--- src/rtl/link_bringup_seq.sv ---
// Link bring-up sequencer: QPLL reset and lock, MMCM reset and lock, then an all-links-valid hold.
// Define LINK_SEQ_AUTOSTART_EN to launch the sequence on the first clock after reset release.
module link_bringup_seq #(
  parameter int unsigned N_LINKS      = 2,
  parameter int unsigned RST_CYCLES   = 16,
  parameter int unsigned LOCK_TIMEOUT = 125000,
  parameter int unsigned VALID_HOLD   = 256,
  parameter int unsigned MAX_RETRY    = 3
) (
  input  logic               sysClk125,
  input  logic               sysClk125RstN,
  input  logic               start,
  input  logic               qpll_lock,
  input  logic               qpll_refclklost,
  input  logic               clk_link_lock,
  input  logic [N_LINKS-1:0] link_valid,
  output logic               qpll_reset,
  output logic               mmcm_reset,
  output logic [N_LINKS-1:0] link_up,
  output logic               busy,
  output logic               done,
  output logic               error,
  output logic [2:0]         err_code,
  output logic [1:0]         retry_cnt,
  output logic [2:0]         state
);

  typedef enum logic [2:0] {
    StIdle     = 3'd0,
    StQpllRst  = 3'd1,
    StQpllWait = 3'd2,
    StMmcmRst  = 3'd3,
    StMmcmWait = 3'd4,
    StLinkWait = 3'd5,
    StUp       = 3'd6,
    StFail     = 3'd7
  } state_e;

  localparam logic [31:0] RstLast     = 32'(RST_CYCLES - 1);
  localparam logic [31:0] TimeoutLast = 32'(LOCK_TIMEOUT - 1);
  localparam logic [15:0] HoldTarget  = 16'(VALID_HOLD);
  localparam logic [1:0]  MaxRetry    = 2'(MAX_RETRY);

  localparam int unsigned SyncW = N_LINKS + 3;

  // Two-flop synchronizers; packed as {link_valid, clk_link_lock, qpll_refclklost, qpll_lock}.
  logic [SyncW-1:0] meta_q, sync_q;

  always_ff @(posedge sysClk125 or negedge sysClk125RstN) begin
    if (!sysClk125RstN) begin
      meta_q <= '0;
      sync_q <= '0;
    end else begin
      meta_q <= {link_valid, clk_link_lock, qpll_refclklost, qpll_lock};
      sync_q <= meta_q;
    end
  end

  logic               qpll_lock_s;
  logic               qpll_refclklost_s;
  logic               clk_link_lock_s;
  logic [N_LINKS-1:0] link_valid_s;

  assign qpll_lock_s       = sync_q[0];
  assign qpll_refclklost_s = sync_q[1];
  assign clk_link_lock_s   = sync_q[2];
  assign link_valid_s      = sync_q[SyncW-1:3];

  logic auto_start;

`ifdef LINK_SEQ_AUTOSTART_EN
  // One-cycle pulse in the first clock period after reset release.
  logic boot_arm_q, boot_fired_q;

  always_ff @(posedge sysClk125 or negedge sysClk125RstN) begin
    if (!sysClk125RstN) begin
      boot_arm_q   <= 1'b0;
      boot_fired_q <= 1'b0;
    end else begin
      boot_arm_q   <= 1'b1;
      boot_fired_q <= boot_arm_q;
    end
  end

  assign auto_start = boot_arm_q & ~boot_fired_q;
`else
  assign auto_start = 1'b0;
`endif

  state_e             state_q, state_d;
  logic [31:0]        cnt_q, cnt_d;
  logic [15:0]        hold_q, hold_d;
  logic [1:0]         retry_q, retry_d;
  logic [2:0]         err_q, err_d;
  logic               qpll_reset_q, qpll_reset_d;
  logic               mmcm_reset_q, mmcm_reset_d;
  logic [N_LINKS-1:0] link_up_q, link_up_d;
  logic               busy_q, busy_d;
  logic               done_q, done_d;
  logic               error_q, error_d;

  logic       go;
  logic       enter;
  logic       timeout;
  logic [2:0] timeout_code;
  logic       all_valid;

  assign all_valid = &link_valid_s;
  assign go        = start | (auto_start & (state_q == StIdle));

  always_comb begin
    state_d      = state_q;
    retry_d      = retry_q;
    err_d        = err_q;
    enter        = 1'b0;
    timeout      = 1'b0;
    timeout_code = 3'd0;

    if (go) begin
      // A start request wins over any timeout or lock loss in the same cycle.
      state_d = StQpllRst;
      retry_d = '0;
      err_d   = '0;
      enter   = 1'b1;
    end else begin
      unique case (state_q)
        StIdle: begin
        end
        StQpllRst: begin
          if (cnt_q >= RstLast) state_d = StQpllWait;
        end
        StQpllWait: begin
          if (qpll_lock_s && !qpll_refclklost_s) begin
            state_d = StMmcmRst;
          end else if (cnt_q >= TimeoutLast) begin
            timeout      = 1'b1;
            timeout_code = 3'd1;
          end
        end
        StMmcmRst: begin
          if (cnt_q >= RstLast) state_d = StMmcmWait;
        end
        StMmcmWait: begin
          if (clk_link_lock_s) begin
            state_d = StLinkWait;
          end else if (cnt_q >= TimeoutLast) begin
            timeout      = 1'b1;
            timeout_code = 3'd2;
          end
        end
        StLinkWait: begin
          if (hold_q >= HoldTarget) begin
            state_d = StUp;
          end else if (cnt_q >= TimeoutLast) begin
            timeout      = 1'b1;
            timeout_code = 3'd3;
          end
        end
        StUp: begin
          if (!qpll_lock_s || qpll_refclklost_s || !clk_link_lock_s) begin
            state_d = StQpllRst;
            err_d   = 3'd4;
            retry_d = '0;
          end
        end
        StFail: begin
        end
        default: state_d = StIdle;
      endcase

      if (timeout) begin
        err_d = timeout_code;
        if (retry_q < MaxRetry) begin
          retry_d = retry_q + 2'd1;
          state_d = StQpllRst;
        end else begin
          state_d = StFail;
        end
      end

      enter = (state_d != state_q);
    end
  end

  always_comb begin
    cnt_d  = enter ? '0 : cnt_q + 32'd1;
    // Counts consecutive all-valid cycles; any zero bit or leaving LINK_WAIT clears it.
    hold_d = ((state_q == StLinkWait) && all_valid && !enter) ? hold_q + 16'd1 : '0;

    qpll_reset_d = (state_d == StQpllRst);
    mmcm_reset_d = (state_d == StMmcmRst);
    busy_d       = (state_d != StIdle) && (state_d != StUp) && (state_d != StFail);
    done_d       = (state_d == StUp);
    error_d      = (state_d == StFail);
    link_up_d    = (state_d == StUp) ? link_valid_s : '0;
  end

  always_ff @(posedge sysClk125 or negedge sysClk125RstN) begin
    if (!sysClk125RstN) begin
      state_q      <= StIdle;
      cnt_q        <= '0;
      hold_q       <= '0;
      retry_q      <= '0;
      err_q        <= '0;
      qpll_reset_q <= 1'b0;
      mmcm_reset_q <= 1'b0;
      link_up_q    <= '0;
      busy_q       <= 1'b0;
      done_q       <= 1'b0;
      error_q      <= 1'b0;
    end else begin
      state_q      <= state_d;
      cnt_q        <= cnt_d;
      hold_q       <= hold_d;
      retry_q      <= retry_d;
      err_q        <= err_d;
      qpll_reset_q <= qpll_reset_d;
      mmcm_reset_q <= mmcm_reset_d;
      link_up_q    <= link_up_d;
      busy_q       <= busy_d;
      done_q       <= done_d;
      error_q      <= error_d;
    end
  end

  assign qpll_reset = qpll_reset_q;
  assign mmcm_reset = mmcm_reset_q;
  assign link_up    = link_up_q;
  assign busy       = busy_q;
  assign done       = done_q;
  assign error      = error_q;
  assign err_code   = err_q;
  assign retry_cnt  = retry_q;
  assign state      = state_q;

endmodule
--- config.mk ---
export PLATFORM = sky130hd
export DESIGN_NAME = link_bringup_seq
export DESIGN_NICKNAME = d
export VERILOG_FILES = /design/src/rtl/link_bringup_seq.sv
export SDC_FILE = /design/constraint.sdc
export NUM_CORES = 1
export LEC_CHECK = 0
export ABC_AREA = 1
export CAP_MARGIN = 20
export CELL_PAD_IN_SITES_DETAIL_PLACEMENT = 0
export CELL_PAD_IN_SITES_GLOBAL_PLACEMENT = 2
export CORE_ASPECT_RATIO = 0.8
export CORE_MARGIN = 3
export CORE_UTILIZATION = 32
export DETAILED_ROUTE_END_ITERATION = 7
export PLACE_DENSITY_LB_ADDON = 0.1
export SYNTH_ARGS = -nofsm -noshare
export SYNTH_HDL_FRONTEND = slang
export SYNTH_SLANG_ARGS = --single-unit
--- constraint.sdc ---
create_clock -name sysClk125 -period 2.11 [get_ports sysClk125]
set_clock_uncertainty 0.1 [all_clocks]
set_input_delay 0.422 -clock sysClk125 [delete_from_list [all_inputs] [get_ports sysClk125]]
set_output_delay 0.422 -clock sysClk125 [all_outputs]
set_load 0.005 [all_outputs]
==> results of run 1 <==
[metrics by stage]
stage,std cells,util [%]
2_1_floorplan,433,-
3_3_place_gp,667,41.9
3_5_place_dp,667,41.9
4_1_cts,694,47.0
5_1_grt,703,50.3
6_report,703,50.3
[report_power, final]
group          leakage [nW]  switching [mW]  internal (mW)
Clock                 0.142           0.629          0.925
Sequential            0.959          0.0127           1.42
Combinational          1.35          0.0795         0.0609
[state kept, by name, indices dropped and copies added, names as in the netlist]
register and count:
mmcm_reset 1, state 3, err_code 3, hold_q 16
sync_q 5, retry_cnt 2, cnt_q 32, qpll_reset 1
error 1, busy 1, done 1, meta_q 5
link_up 2
[cell usage in the layout (no fill, tap or decap), types with 4 or more instances in the layout]
| master | netlist | layout |
|---|---|---|
| nand4_1 | 10 | 10 |
| clkbuf_16 | 0 | 10 |
| nand3b_1 | 5 | 5 |
| nand3_4 | 1 | 4 |
| inv_2 | 3 | 7 |
| nand3_1 | 29 | 22 |
| nand2_4 | 1 | 5 |
| nor3_1 | 16 | 11 |
| a21oi_1 | 7 | 6 |
| nor2_2 | 30 | 50 |
| xnor2_1 | 6 | 6 |
| nor2_1 | 73 | 35 |
| clkdlybuf4s50_1 | 0 | 21 |
| conb_1 | 1 | 7 |
| inv_1 | 44 | 40 |
| nor2_4 | 2 | 20 |
| xor2_1 | 26 | 25 |
| nand2_1 | 66 | 49 |
| dfrtp_1 | 73 | 70 |
| nand2_2 | 7 | 19 |
| buf_4 | 1 | 84 |
| nand3_2 | 1 | 6 |
| nor3_2 | 3 | 5 |
| o21ai_0 | 7 | 6 |
[worst max path at each step]
stage	startpoint	endpoint	slack, ps	cells after the start
floorplan	cnt_q[0]$_DFF_PN0_	cnt_q[0]$_DFF_PN0_	110	15
global placement	cnt_q[0]$_DFF_PN0_	cnt_q[28]$_DFF_PN0_	-90	13
detailed placement	cnt_q[0]$_DFF_PN0_	cnt_q[25]$_DFF_PN0_	-140	15
CTS	cnt_q[0]$_DFF_PN0_	cnt_q[28]$_DFF_PN0_	-40	13
global route	cnt_q[0]$_DFF_PN0_	cnt_q[28]$_DFF_PN0_	-180	13
finish	state[1]$_DFF_PN0_	cnt_q[29]$_DFF_PN0_	-50	14
[timing repair]
item | 4_1_cts | 5_1_grt
cloned | 2 | 1
pin swaps | 9 | 37
hold buffers | 1 | 0
setup buffers | 8 | 8
setup endpoints to repair | 48 | 49
hold endpoints to repair | 29 | 0
resized for setup | 50 | 70
[cells by family (layout without fill, tap and decap cells)]
group                    Yosys count  in the layout
buffers and inverters             52            177
XOR/XNOR                          32             32
other                              1              7
AO/OA/AOI/OAI                     17             17
flip-flops                        73             73
adder cells (fa/ha/maj)            5              5
AND/OR/NAND/NOR                  247            248
[final cells by class]
| cell class | instances | area [um^2] | share of cell area [%] |
|---|---|---|---|
| repair buffers | 114 | 992 | 17.8 |
| multi-input cells | 309 | 2080 | 37.3 |
| well taps | 144 | 180 | 3.24 |
| inverters | 47 | 176 | 3.17 |
| clock buffers | 9 | 225 | 4.05 |
| clock inverters | 7 | 80.1 | 1.44 |
| flip-flops and latches | 73 | 1830 | 32.9 |
[worst max-delay path: stages (launching register included)]
cell,delay [ps]
dfrtp_2,440
inv_2,130
nand3_1,140
buf_4,170
nor2_1,200
nor3_2,60
nand2_1,80
nor2_2,40
nand2_2,60
nand2_2,60
nor2_2,130
nor2_4,70
nand2_4,140
clkbuf_16,190
nor2_2,40
[routing by layer]
layer	vias up	global-route usage, %	part of all wire [%]
li1	1597	-	-
met1	1474	22.4	54
met2	30	22.0	42
met3	14	3.76	2.9
met4	0	5.52	1.7
met5	-	0	0
==> summary.txt, run 1 <==
Placement
  • Placer congestion estimate: 0.818
  • DP Area: 0.00463 mm^2
  • Number of buffers inserted by port buffering: 22
  • DP Worst Slack: -144 ps
  • HPWL after detailed placement: 6550 um

Detailed routing
  • Drt total wl: 9150 um
  • Post-route ant nets: 0
  • WL per Instance: 13.0 um
  • Total number of vias: 3115
  • DRC violations left: 0
  • Drt pass-1 iters: 4
  • Via/cell ratio: 4.43
  • 1st-iter DRT viols: 160

Layout
  • Final Net Count: 567
  • Antenna diode count: 0
  • Fillers: 1067
  • Area Growth Syn to Fin: 50.7%
  • Share of layout cells above drive strength 1: 42.8%
  • Post-route cell area: 0.00556 mm^2

Hold path
  • Hold Path End: sync_q[1]$_DFF_PN0_
  • Hold-critical path depth: 0
  • Worst min-delay path class: reg -> reg
  • Hold wc startpoint: meta_q[1]$_DFF_PN0_

STA
  • Total negative slack: -850 ps
  • Post-route minimum period: 2160 ps
  • Final Setup Violations: 35
  • Slew HR: 47.8%
  • Setup WS post-layout: -51.9 ps
  • FMAX: 463 MHz
  • WHS: 246 ps
  • Final Hold Fails: 0
  • Max-slew violation count: 0
  • Final Cycle Share: 102%
  • RSZ-0062 raised after global routing: true
  • Actual slew at the worst max-slew pin: 776 ps

Pwr
  • PwrDens: 563 mW/mm^2
  • Peak supply drop: 350 uV
  • Overall Power: 3.13 mW
  • Leakage: 2.46 nW

Clock network
  • Later-pin clock latency in the skew report: 340 ps
  • Root buffer cell: clkbuf_16
  • CTS H-tree depth: 3
  • Clock sinks: 73
  • CTS Buffer Depth: 2
  • Clock-pin slew on the worst setup and hold paths: 60 ps
  • CTS tree: done
  • Clock buffer count from CTS: 9

Floorplanning
  • Core area: 0.0111 mm^2
  • Total Die Area: 0.0129 mm^2
  • Rows: 34
  • Die height: 102 um
  • # IOs: 23
  • Die X: 126 um
  • Initial Utilization: 33.3%

Synthesis
  • Post-synthesis mux area share: 0%
  • Mapped Area: 0.00369 mm^2
  • Simple-Gate Fraction of Synth Area: 32.3%
  • Synth Area in Compound Gates: 2.61%
  • Number of flops mapped to enable cells by yosys: 0
  • Synthesized instance count: 427
  • FFs w/ async S/R, synth: 100%
  • Area leader, netlist: dfrtp_1
  • Adder-Cell Fraction of Synth Area: 1.70%
  • Synth top area cells: dfrtp_1, nor2_1, nand2_1
  • Yosys warning total: 0
  • Register bit total from synthesis: 73
  • Register area share after synthesis: 49.5%
  • Syn Area/Cell: 8.64 um^2
  • Post-synth top flop: dfrtp_1
  • Synth unique cells: 30
  • Synth top cells by count: dfrtp_1, nor2_1, nand2_1, inv_1, nor2_2
  • Largest family of logic cells by synthesized area: simple AND/OR/NAND/NOR gates
  • Post-synthesis xor/xnor area fraction: 7.60%
  • Yosys top cell area share: 49.5%

Critical path
  • Worst Path Max Fanout: 5
  • Endpoint class of the critical path: register
  • Worst Path Arrival: 2290 ps
  • R2r setup slk: -50 ps
  • CP required: 2240 ps
  • Kind of critical path: reg -> reg
  • Reg2reg start: state[1]$_DFF_PN0_
  • Startpoint types: register
  • R2r endpoint: cnt_q[29]$_DFF_PN0_
  • R2R depth: 14

Global route
  • Largest net degree at the start of global routing: 45
  • Vias in the first global route: 3103
  • First-pass GRT wire length: 15500 um
  • Tot GR Track Use: 15.3%
  • Total grt overflow: 0
  • Initial antenna violation count: 0

Outcome
  • Failing checks: setup timing
  • Status: finished, violations left

Flow run
  • Max Cap Violations: 0
Power figures use the tool's default switching activity.
==> run 2, diff against run 1 <==
--- a/config.mk
+++ b/config.mk
@@ -5,7 +5,6 @@
 export SDC_FILE = /design/constraint.sdc
 export NUM_CORES = 1
 export LEC_CHECK = 0
-export ABC_AREA = 1
 export CAP_MARGIN = 20
 export CELL_PAD_IN_SITES_DETAIL_PLACEMENT = 0
 export CELL_PAD_IN_SITES_GLOBAL_PLACEMENT = 2
==> run 2 against run 1 <==
Effect of this change: the run still ends with setup timing left; non-clock buffer count is 25 higher; via count shrank 3.8%; flip-flop and latch count stayed put; worst setup slack lost 420 ps; global-route usage is 0.20 points higher; register-to-register slack got worse by 420 ps; cell count fell by 8.1%; synthesized cell count decreased by 18%; die area decreased by 1.9%; sequential share of layout area is 0.29 points lower.
==> summary.txt, run 2 <==
Detailed routing
  • Drt pass-1 iters: 4 (unchanged)
  • Post-route ant nets: 0 (unchanged)
  • WL per Instance: 14.0 um (+7.8%)
  • Total number of vias: 2996 (-3.8%)
  • DRC violations left: 0 (unchanged)
  • 1st-iter DRT viols: 106 (-34%)
  • Via/cell ratio: 4.64 (+4.7%)
  • Drt total wl: 9060 um (-0.97%)

Outcome
  • Status: finished, violations left
  • Failing checks: setup timing

Placement
  • Placed cells: 619 (-7.2%)
  • Number of buffers inserted by port buffering: 22 (unchanged)
  • HPWL after detailed placement: 6600 um (+0.72%)
  • Placer congestion estimate: 0.812 (-0.66%)

Hold path
  • Worst min-delay path class: reg -> reg
  • Hold Path End: sync_q[3]$_DFF_PN0_
  • Hold-critical path depth: 0 (unchanged)
  • Hold wc startpoint: meta_q[3]$_DFF_PN0_

Layout
  • Biggest regs: cnt_q (32), hold_q (16)
  • Antenna diode count: 0 (unchanged)
  • Fillers: 989 (-7.3%)
  • Non-filler instance count after layout: 646 (-8.1%)
  • Flip-flop count of the largest register after layout: 32 (unchanged)
  • Final Net Count: 510 (-10%)
  • Commonest non-fill, non-tap cell in the layout: buf_4
  • Final core occ: 51.2% (+0.93 points)
  • Most frequent cells in the layout: buf_4, dfrtp_1, nor2_2
  • Share of layout cells above drive strength 1: 42.8% (+0.074 points)
  • Most flops, register: cnt_q
  • Area Growth Syn to Fin: 54.8%

Synthesis
  • Register bit total from synthesis: 73 (unchanged)
  • Synth top area cells: dfrtp_1, xor2_1, nor2_2
  • Synth Area in Compound Gates: 8.24% (+5.6 points)
  • Synth unique cells: 50 (+67%)
  • Synth top cells by count: dfrtp_1, nor2_2, nor2_1, nand3_1, xor2_1
  • Adder-Cell Fraction of Synth Area: 1.73% (+0.034 points)
  • Number of flops mapped to enable cells by yosys: 0 (unchanged)
  • Yosys warning total: 0 (unchanged)
  • Post-synthesis xor/xnor area fraction: 8.96% (+1.4 points)
  • Synthesized instance count: 352 (-18%)
  • Most common cell in the netlist: dfrtp_1
  • FFs w/ async S/R, synth: 100% (unchanged)
  • Yosys top cell area share: 50.5% (+0.99 points)
  • Area leader, netlist: dfrtp_1
  • Largest family of logic cells by synthesized area: simple AND/OR/NAND/NOR gates
  • Post-synthesis mux area share: 0.588% (+0.59 points)
  • Register area share after synthesis: 50.5% (+0.99 points)
  • Post-synth top flop: dfrtp_1
  • Mapped Area: 0.00362 mm^2 (-2.0%)
  • Simple-Gate Fraction of Synth Area: 26.1% (-6.1 points)
  • Syn Area/Cell: 10.3 um^2 (+19%)

Floorplanning
  • Rows: 34 (unchanged)
  • Total Die Area: 0.0126 mm^2 (-1.9%)
  • Die height: 101 um (-0.93%)
  • Die X: 125 um (-0.94%)
  • # IOs: 23 (unchanged)
  • Core area: 0.0109 mm^2 (-1.2%)
  • Initial Utilization: 33.1% (-0.27 points)

Global route
  • First-pass GRT wire length: 15600 um (+0.27%)
  • Largest net degree at the start of global routing: 43 (-4.4%)
  • Vias in the first global route: 3141 (+1.2%)
  • Total grt overflow: 0 (unchanged)
  • Initial antenna violation count: 0 (unchanged)
  • Tot GR Track Use: 15.5% (+0.20 points)

Clock network
  • CTS tree: done
  • CTS Buffer Depth: 2 (unchanged)
  • Clock sinks: 73 (unchanged)
  • Later-pin clock latency in the skew report: 340 ps (about the same)
  • Clock-pin slew on the worst setup and hold paths: 60 ps (about the same)
  • CTS H-tree depth: 3 (unchanged)
  • Root buffer cell: clkbuf_16
  • Clock buffer count from CTS: 9 (unchanged)

STA
  • Total negative slack: -19640 ps (-18790 ps)
  • FMAX: 388 MHz (-16%)
  • RSZ-0062 raised after global routing: true
  • Slew HR: 60.2% (+12 points)
  • Actual slew at the worst max-slew pin: 595 ps (-182 ps)
  • Final Hold Fails: 0 (unchanged)
  • Final Setup Violations: 51 (+46%)
  • Setup WS post-layout: -469 ps (-417 ps)
  • Post-route minimum period: 2580 ps (+417 ps)
  • WHS: 246 ps (-0.197 ps)
  • Final Cycle Share: 122% (+20 points)
  • Max-slew violation count: 0 (unchanged)

Pwr
  • Leakage: 2.50 nW (+1.6%)
  • Peak supply drop: 353 uV (+0.93%)
  • PwrDens: 586 mW/mm^2 (+4.1%)

Critical path
  • Worst Path Arrival: 2700 ps (+410 ps)
  • Worst setup path start: cnt_q[29]$_DFF_PN0_
  • Worst Path Max Fanout: 19 (+14)
  • Endpoint class of the critical path: register
  • R2R depth: 9 (-5)
  • Startpoint types: register
  • Reg2reg start: cnt_q[29]$_DFF_PN0_
  • R2r endpoint: cnt_q[2]$_DFF_PN0_
  • R2r setup slk: -470 ps (-420 ps)
  • Kind of critical path: reg -> reg
  • CP required: 2240 ps (about the same)

Flow run
  • Max Cap Violations: 0 (unchanged)
run 2: cell types whose count changed after synthesis, sizes merged, moves of 4 or more:
cell | previous run | this run
nand3 | 31 | 23
inv | 47 | 17
nand3b | 5 | 1
nor4 | 1 | 10
and3 | 0 | 8
nor2 | 105 | 54
nor2b | 0 | 5
nand2 | 74 | 22
clkbuf | 0 | 7
and4 | 0 | 7
xnor2 | 6 | 14
run 2: worst max path at each step:
| stage | to | slack (ps) | depth (start not counted) |
|---|---|---|---|
| 3_5_place_dp | cnt_q[2]$_DFF_PN0_ | -510 | 8 |
| 5_1_grt | cnt_q[2]$_DFF_PN0_ | -590 | 9 |
| 2_1_floorplan | cnt_q[0]$_DFF_PN0_ | -400 | 9 |
| 4_1_cts | cnt_q[2]$_DFF_PN0_ | -460 | 8 |
| 3_3_place_gp | cnt_q[2]$_DFF_PN0_ | -420 | 8 |
| 6_report | cnt_q[2]$_DFF_PN0_ | -470 | 9 |
run 2: kinds of logic after synthesis:
family,Yosys count
compound gates,38
xor+xnor,37
fa+ha+maj,5
buf+inv,28
flops,73
mux,2
other cells,1
simple gates,168
run 2: critical path, stage by stage (launching register included):
cell,delay [ps]
dfrtp_1,410
nor4_4,310
nand4_1,170
buf_4,180
a211o_1,280
and3_4,170
o32a_4,320
o211ai_4,250
buf_12,220
nor2_1,60
run 2: cell type report:
cell class / instances / area (um^2) / share of cell area, %
Sequential cell: 73 / 1830 / 32.6
Timing Repair Buffer: 139 / 1190 / 21.3
Inverter: 17 / 63.8 / 1.14
Multi-Input combinational cell: 257 / 2010 / 35.9
Tap cell: 144 / 180 / 3.22
Clock inverter: 7 / 101 / 1.81
Clock buffer: 9 / 225 / 4.02
run 2: through the flow:
| step | worst slack (ps) | cell area (um^2) | power, mW |
|---|---|---|---|
| finish | -469 | 5600 | 3.28 |
| global route | -594 | 5600 | 3.40 |
| CTS | -460 | 5460 | 3.34 |
| detailed placement | -509 | 4900 | 1.61 |
| global placement | -418 | 4900 | 1.61 |
| floorplan | -400 | 3740 | 1.51 |
run 2: layer usage:
metal / vias to the layer above / GRT usage, % / part of all wire, % / wire [um]
li1: 1515 / - / - / -
met1: 1434 / 21.7 / 52 / 4700
met2: 39 / 23.9 / 44 / 3980
met3: 8 / 3.55 / 3.1 / 283
met4: 0 / 5.17 / 1.1 / 100
met5: - / 0 / 0 / 0
run 2: repair_timing:
| item | CTS | global route |
|---|---|---|
| hold buffers | 1 | 0 |
| resized for setup | 35 | 18 |
| endpoints found under the hold margin | 4 | 0 |
| pin swaps | 24 | 11 |
| endpoints found under the setup margin | 54 | 55 |
| buffers inserted | 7 | 4 |
| gates cloned | 1 | 0 |
run 2: report_power, final:
part           total (mW)  switching (mW)  internal [mW]
combinational       0.166          0.0900         0.0759
sequential           1.43          0.0132           1.42
clock                1.68           0.631           1.05
total                3.28           0.735           2.55
==> run 3, diff against run 2 <==
--- a/config.mk
+++ b/config.mk
@@ -12,6 +12,7 @@
 export CORE_MARGIN = 3
 export CORE_UTILIZATION = 32
 export DETAILED_ROUTE_END_ITERATION = 7
+export HOLD_SLACK_MARGIN = 0.1
 export PLACE_DENSITY_LB_ADDON = 0.1
 export SYNTH_ARGS = -nofsm -noshare
 export SYNTH_HDL_FRONTEND = slang
==> results of run 3 <==
No change in the layout: final DEF, timing and power equal those of run 2.
